==> src/rtl/vga_timing_core.sv <==
`default_nettype none
// ============================================================================
// Module : vga_timing_core
// Parametrised VGA timing generator with a latency-matched pixel output stage.
// Rev    : 1.0 - initial release
// ============================================================================
module vga_timing_core #(
   parameter int H_ACTIVE = 640,
   parameter int H_FP     = 16,
   parameter int H_SYNC   = 96,
   parameter int H_BP     = 48,
   parameter int V_ACTIVE = 480,
   parameter int V_FP     = 10,
   parameter int V_SYNC   = 2,
   parameter int V_BP     = 33,
   parameter bit HS_POL   = 1'b0,
   parameter bit VS_POL   = 1'b0,
   parameter int RGB_W    = 16,
   parameter int PIPE_LAT = 2,
   parameter int CHK_LOG2 = 5,
   parameter int X_W      = 10,
   parameter int Y_W      = 10
) (
   input  logic             vga_clk,
   input  logic             sys_reset,
   input  logic [1:0]       pattern_sel,
   input  logic [RGB_W-1:0] pix_rgb,
   output logic [X_W-1:0]   ovga_x,
   output logic [Y_W-1:0]   ovga_y,
   output logic             req,
   output logic             frame_start,
   output logic             line_start,
   output logic [7:0]       frame_cnt,
   output logic             vga_hsync,
   output logic             vga_vsync,
   output logic             vga_valid,
   output logic [RGB_W-1:0] vga_rgb
);

   localparam int c_H_TOT = H_ACTIVE + H_FP + H_SYNC + H_BP;
   localparam int c_V_TOT = V_ACTIVE + V_FP + V_SYNC + V_BP;

   localparam logic [X_W-1:0] c_H_LAST   = X_W'(c_H_TOT - 1);
   localparam logic [X_W-1:0] c_H_ACT    = X_W'(H_ACTIVE);
   localparam logic [X_W-1:0] c_X_MAX    = X_W'(H_ACTIVE - 1);
   localparam logic [X_W-1:0] c_HS_BEG   = X_W'(H_ACTIVE + H_FP);
   localparam logic [X_W-1:0] c_HS_END   = X_W'(H_ACTIVE + H_FP + H_SYNC - 1);
   localparam logic [Y_W-1:0] c_V_LAST   = Y_W'(c_V_TOT - 1);
   localparam logic [Y_W-1:0] c_V_ACT    = Y_W'(V_ACTIVE);
   localparam logic [Y_W-1:0] c_Y_MAX    = Y_W'(V_ACTIVE - 1);
   localparam logic [Y_W-1:0] c_VS_BEG   = Y_W'(V_ACTIVE + V_FP);
   localparam logic [Y_W-1:0] c_VS_END   = Y_W'(V_ACTIVE + V_FP + V_SYNC - 1);

   // delay-line word: {req, raw hsync, raw vsync, x, y}
   localparam int c_DW = 3 + X_W + Y_W;

   logic [X_W-1:0]  r_h;
   logic [Y_W-1:0]  r_v;
   logic            r_hs_raw;
   logic            r_vs_raw;
   logic [1:0]      r_mode;

   logic            w_h_wrap;
   logic            w_v_wrap;
   logic            w_at_origin;
   logic            w_req;
   logic            w_hs;
   logic            w_vs;
   logic [c_DW-1:0] w_s0;
   logic [c_DW-1:0] w_tap;
   logic            w_d_req;
   logic            w_d_hs;
   logic            w_d_vs;
   logic [X_W-1:0]  w_d_x;
   logic [Y_W-1:0]  w_d_y;
   logic [RGB_W-1:0] w_pix;

   assign w_h_wrap    = (r_h == c_H_LAST);
   assign w_v_wrap    = (r_v == c_V_LAST);
   assign w_at_origin = (r_h == '0) && (r_v == '0);
   assign w_req       = (r_h < c_H_ACT) && (r_v < c_V_ACT);
   assign w_hs        = (r_h >= c_HS_BEG) && (r_h <= c_HS_END);
   assign w_vs        = (r_v >= c_VS_BEG) && (r_v <= c_VS_END);

   always_ff @(posedge vga_clk) begin
      if (sys_reset) begin
         r_h <= '0;
         r_v <= '0;
      end else if (w_h_wrap) begin
         r_h <= '0;
         r_v <= w_v_wrap ? '0 : r_v + 1'b1;
      end else begin
         r_h <= r_h + 1'b1;
      end
   end

   // Stage 0: coordinates and strobes for the pixel source
   always_ff @(posedge vga_clk) begin
      if (sys_reset) begin
         ovga_x      <= '0;
         ovga_y      <= '0;
         req         <= 1'b0;
         line_start  <= 1'b0;
         frame_start <= 1'b0;
         r_hs_raw    <= 1'b0;
         r_vs_raw    <= 1'b0;
      end else begin
         ovga_x      <= r_h;
         ovga_y      <= r_v;
         req         <= w_req;
         line_start  <= (r_h == '0);
         frame_start <= w_at_origin;
         r_hs_raw    <= w_hs;
         r_vs_raw    <= w_vs;
      end
   end

   // Pattern is latched only at the frame boundary so a frame never tears
   always_ff @(posedge vga_clk) begin
      if (sys_reset) begin
         r_mode <= 2'd0;
      end else if (w_at_origin) begin
         r_mode <= pattern_sel;
      end
   end

   always_ff @(posedge vga_clk) begin
      if (sys_reset) begin
         frame_cnt <= 8'd0;
      end else if (w_h_wrap && w_v_wrap) begin
         frame_cnt <= frame_cnt + 8'd1;
      end
   end

   assign w_s0 = {req, r_hs_raw, r_vs_raw, ovga_x, ovga_y};

   generate
      if (PIPE_LAT == 0) begin : g_lat0
         assign w_tap = w_s0;
      end else begin : g_latn
         logic [c_DW-1:0] r_dly [PIPE_LAT];

         always_ff @(posedge vga_clk) begin
            if (sys_reset) begin
               for (int i = 0; i < PIPE_LAT; i++) begin
                  r_dly[i] <= '0;
               end
            end else begin
               r_dly[0] <= w_s0;
               for (int i = 1; i < PIPE_LAT; i++) begin
                  r_dly[i] <= r_dly[i-1];
               end
            end
         end

         assign w_tap = r_dly[PIPE_LAT-1];
      end
   endgenerate

   assign w_d_req = w_tap[c_DW-1];
   assign w_d_hs  = w_tap[c_DW-2];
   assign w_d_vs  = w_tap[c_DW-3];
   assign w_d_x   = w_tap[X_W+Y_W-1 -: X_W];
   assign w_d_y   = w_tap[Y_W-1:0];

   always_comb begin
      w_pix = '0;
      case (r_mode)
         2'd0: w_pix = pix_rgb;
         2'd1: begin
            if (w_d_x[CHK_LOG2] ^ w_d_y[CHK_LOG2]) begin
               w_pix = '1;
            end
         end
         2'd2: w_pix = '1;
         default: begin
            if ((w_d_x == '0) || (w_d_x == c_X_MAX) ||
                (w_d_y == '0) || (w_d_y == c_Y_MAX)) begin
               w_pix = '1;
            end
         end
      endcase
   end

   always_ff @(posedge vga_clk) begin
      if (sys_reset) begin
         vga_valid <= 1'b0;
         vga_hsync <= !HS_POL;
         vga_vsync <= !VS_POL;
         vga_rgb   <= '0;
      end else begin
         vga_valid <= w_d_req;
         vga_hsync <= w_d_hs ? HS_POL : !HS_POL;
         vga_vsync <= w_d_vs ? VS_POL : !VS_POL;
         vga_rgb   <= w_d_req ? w_pix : '0;
      end
   end

endmodule
`default_nettype wire

==> config.mk <==
export PLATFORM = sky130hd
export DESIGN_NAME = vga_timing_core
export DESIGN_NICKNAME = d
export VERILOG_FILES = /design/src/rtl/vga_timing_core.sv
export SDC_FILE = /design/constraint.sdc
export NUM_CORES = 1
export LEC_CHECK = 0
export ABC_CLOCK_PERIOD_IN_PS = 3500
export CORE_ASPECT_RATIO = 2
export CORE_MARGIN = 2
export CORE_UTILIZATION = 35
export CTS_BUF_LIST = sky130_fd_sc_hd__clkbuf_8
export CTS_CLUSTER_DIAMETER = 200
export DETAILED_ROUTE_END_ITERATION = 16
export GPL_ROUTABILITY_DRIVEN = 0
export PLACE_DENSITY = 0.62
export SLEW_MARGIN = 5
export SYNTH_ARGS = -nofsm -noshare
export SYNTH_HDL_FRONTEND = slang
export SYNTH_SLANG_ARGS = --single-unit
==> constraint.sdc <==
create_clock -name vga_clk -period 3.5 [get_ports vga_clk]
set_input_delay 0.7 -clock vga_clk [delete_from_list [all_inputs] [get_ports vga_clk]]
set_output_delay 0.7 -clock vga_clk [all_outputs]
set_load 0.01 [all_outputs]
* Word level (Yosys, flattened, before mapping) *
Memories as Yosys holds them, arrays and structs flattened.
Cells that the tools add are included.

cells by class
  add/subtract/negate cells = 3
  order comparisons = 6
  equal/unequal tests = 6
  muxes and demuxes = 11
  bitwise operators = 4
  reduce and logical (&&, ||, !) cells = 15

operators with widths
  kind                                                              count
  case mux 16 bit (3 select lines)                                  1
  two-way mux 23 bit                                                2
  logical NOT 10 bit                                                4
  two-way mux 16 bit                                                2
  == test 10 bit (second input constant)                            3
  adder 10 x 1 -> 10 bit (second input constant)                    2
  == test 10 x 9 -> 1 bit (second input constant)                   1
  >= comparator 10 bit (second input constant)                      1
  >= comparator 10 x 9 -> 1 bit (second input constant)             1
  less-or-equal comparator 10 bit (second input constant)           1
  less-or-equal comparator 10 x 9 -> 1 bit (second input constant)  1
  < comparator 10 bit (second input constant)                       1
  < comparator 10 x 9 -> 1 bit (second input constant)              1
  two-way mux 10 bit                                                1
  adder 8 x 1 -> 8 bit (second input constant)                      1
  logical AND 1 bit                                                 5
  two-way mux 1 bit                                                 5
  OR reduction 2 bit                                                2
  logical OR 1 bit                                                  3
  == test 2 x 1 -> 1 bit (second input constant)                    1
  == test 2 bit (second input constant)                             1
  logical NOT 2 bit                                                 1
  OR 1 bit                                                          2
  inverter 1 bit                                                    1
  XOR 1 bit                                                         1

storage, ports and cells
  flip-flop bits (word level) = 74
  bits in writable memories = 46
  input bits = 20
  output and inout bits = 50
  logic and storage cells = 61
  memories = 1

memory list
  memory        words  width  rd ports  clocked after memory_dff  wr ports  RTL line  RTL
  g_latn.r_dly  2      23     2         0                         2         141       logic [c_DW-1:0] r_dly [PIPE_LAT];

* Longest topological paths before layout *
  depth in word-level cells = 6
  gate-level depth with buffers = 7
  gate-level depth less buffers = 6

* Least setup slack after synthesis *
Ideal clock, no wire load.

  kind = register to register
  start point = register r_h[7]
  end point = register frame_cnt[7]
  library setup time = 0.121 ns
  data arrival time = 1.990 ns
  required time = 3.379 ns
  slack = 1.390 ns
  stages on the path, launching flop included = 6
  buffers on the path = 1
  period minus slack after synthesis = 2.110 ns
  cell sequence = dfxtp_1 > or4b_4 > or3_1 > clkbuf_1 > nor4_1 > mux2_2

between the ends
  longest elaborated chain between the ends = 2

RTL lines
  what                    RTL line  RTL
  start, declared         57        logic [X_W-1:0] r_h;
  start signal, assigned  93        r_h <= r_h + 1'b1;
  == test 10 bit          78        assign w_h_wrap = (r_h == c_H_LAST);
  logical AND 1 bit       130       end else if (w_h_wrap && w_v_wrap) begin
  end signal, assigned    131       frame_cnt <= frame_cnt + 8'd1;
  end, declared           33        output logic [7:0] frame_cnt,

Every way passes these cells.
A chain may end at the register's enable or synchronous reset.

* Worst setup path after layout *
  start point = register r_h[0]
  end point = register r_v[2]

between the ends
  longest elaborated chain between the ends = 1

RTL lines
  what                  RTL line  RTL
  == test 10 bit        78
  end signal, assigned  91        r_v <= w_v_wrap ? '0 : r_v + 1'b1;
  end, declared         58        logic [Y_W-1:0] r_v;

Every way passes these cells.

==> reports/metrics.yaml <==
outcome:
  status: "finished, final reports clean"
global_route:
  grt_pass1_wl_um: 14000
  grtUsageMet2: 0.276
  use_met1: 0.133
  met3_usage: 0.0516
  grt_pass1_vias: 3077
  antenna_found_initial: 0
  grt.total_usage: 0.144
  grt-ovfl-total: 0
  busiest_layer: "met2"
  grt_max_degree: 60
drt:
  drc: 0
  postRouteAntennaNets: 0
  avgRoutedWirePerCell_um: 13.1
  vias_per_cell: 4.75
  vias: 3109
  first_pass_iters: 4
  drt_iter0_drc: 76
  wirelength_um: 8560
logic_synthesis:
  synth_most_common_cell: "dfxtp_1"
  synth_common_cells: "dfxtp_1, nor2b_1, nor2_1, a21oi_1, o21ai_0"
  synth_cell_types: 36
  syn_nets: 454
  syn_inst: 429
  synth_edf_count: 0
  syn-cell-area_um2: 4190
  synth-seq-cells: 120
  ys.flop_type: "dfxtp_1"
  synth_top_area_share: 0.574
  synthArstFlopShare: 0
  synth_warnings: 0
  ys_seq_area_frac: 0.574
  synth.avg_cell_area_um2: 9.76
  yosysTopAreaCell: "dfxtp_1"
  synthTopCellsByArea: "dfxtp_1, nor2b_1, a21oi_1"
flow_run:
  maxCapViolCount: 0
layout:
  syn2layout_area_growth_pct: 28.7
  post_route_cells_drive_above_1_share: 0.0863
  utilization: 0.461
  nets: 523
  fin_area_um2: 5390
  insertedDiodeCount: 0
setup_path:
  r2r_start: "r_h[0]"
  crit_required_ns: 3.79
  max_stage_delay_ns: 0.68
  crit_path_end_kind: "register"
  crit_path_max_fanout: 16
  cp-start-kind: "register"
  crit_start: "r_h[0]"
  critical_path_class: "register to register"
  path_cells: "ha_1, nand3_1, or3_1, o21bai_1, nor2_1"
  arrival_ns: 2.66
  crit_slowest_cell: "or3_1"
power_and_ir_drop:
  pwr-share-seq: 0.507
  power_density_nw_per_um2: 509
  p_sw_w: 0.000590
  power.total_w: 0.00275
  switching_share: 0.215
  internal_power_w: 0.00216
  ir_drop_mv: 0.356
  power.leakage_nw: 2.00
  combPwrFrac: 0.044
  p_clk_frac: 0.450
sta:
  max_freq_mhz: 421
  slew_violations: 0
  fin_worst_skew_ns: 0.00755
  final-hold-violation-count: 0
  rsz0062_at_grt: "false"
  finalSetupViolations: 0
  min_period_ns: 2.38
  worstMarginPinSlew_ns: 1.10
  worst_slack_ns: 1.12
  relSlewSlack: 0.260
  finalCritPeriodShare: 0.679
  setup_tns_ns: 0
floorplanning:
  start_util: 0.358
  die_h_um: 159
  design.core.area_um2: 11700
  fp-row-count: 56
  ioPinCount: 70
  die_w_um: 81.3
  die_area_um2: 12900
clocking:
  htreeDepth: 4
  cts_buffer_depth: 2
  cts_setup_buffers: 0
  clkTransAtPathRegs_ns: 0.07
  cts_resized: 0
  cts_tree: "built"
  cts.sinks: 120
  cts_buffers: 17
  hold_buffers: 0
  clkLatencyLatePin_ns: 0.42
  cts_root_buf: "clkbuf_8"
placement:
  placed_area_um2: 4990
  place_worst_setup_slack_ns: 1.06
  port_buffers: 69
  hpwl_um: 6090
hold_path:
  hp-start: "g_latn.r_dly[0][44]"
  hp-class: "register to register"
==> per-layer routing <==
layer	routed length, um	share of wire	up-vias
met5	0	0	-
met4	124	0.014	0
met3	428	0.050	9
met2	4810	0.56	83
met1	3200	0.37	1430
li1	-	-	1587
==> area by class of cell <==
type	instances	area [um^2]
Clock buffer	18	248
Clock inverter	13	155
Fill cell	1138	6310
Inverter	9	33.8
Multi-Input combinational cell	278	1660
Sequential cell	120	2400
Tap cell	145	181
Timing Repair Buffer	72	708
==> cell families (layout without fill, tap and decap cells) <==
family	after synthesis	in the layout	share of synthesized area
buf+inv	31	112	0.0293
compound gates	63	63	0.0813
flops	120	120	0.574
simple gates	195	195	0.267
xor+xnor	11	11	0.0230
fa+ha+maj	5	5	0.0149
mux	4	4	0.0108
==> path summary, 6_finish.rpt <==
path	to	slack [ns]	cells past startpoint
max	r_v[2]	1.12	5
min	vga_hsync	0.38	1
max reg2reg	r_v[2]	1.12	5
min reg2reg	vga_hsync	0.38	1
==> stage by stage <==
stage               hold WS, ns  instances
finish                    0.381        655
global route              0.410        655
detailed placement        0.367        624
global placement          0.364        624
CTS                       0.386        655
floorplan                 0.356        429
==> cell usage in the layout (no fill, tap or decap), drive strengths merged, types with 4 or more instances in the layout <==
cell type	instances
or4	8
nor3	9
or3	8
xnor2	4
xor2	7
nor2	31
mux2	4
nand3	14
dfxtp	120
and2	17
clkdlybuf4s50	68
clkbuf	18
inv	9
ha	5
nand4	11
buf	4
a21oi	29
clkinv	10
nor2b	68
o21ai	26
nand2	12
nor4	7
==> power groups by stage <==
stage / Combinational [W] / Clock (W) / Sequential [W]
floorplan: 0.0000626 / 0 / 0.00143
global placement: 0.000119 / 0 / 0.00142
detailed placement: 0.000120 / 0 / 0.00142
CTS: 0.000122 / 0.00127 / 0.00139
global route: 0.000135 / 0.00134 / 0.00139
finish: 0.000120 / 0.00123 / 0.00139
==> worst max-delay path, delay by kind of cell (launching register included) <==
kind / cells / cell delay [ns]
flops: 1 / 0.40
fa+ha+maj: 1 / 0.21
simple gates: 3 / 1.08
compound gates: 1 / 0.56
==> state kept, by name, summed over array words and instances (netlist names) <==
register / cells
r_v: 10
r_vs_raw: 1
r_hs_raw: 1
ovga_x: 10
line_start: 1
ovga_y: 10
vga_rgb: 16
frame_cnt: 8
frame_start: 1
vga_vsync: 1
g_latn.r_dly: 46
vga_hsync: 1
vga_valid: 1
r_h: 10
r_mode: 2
req: 1
Power figures use the tool's default switching activity.
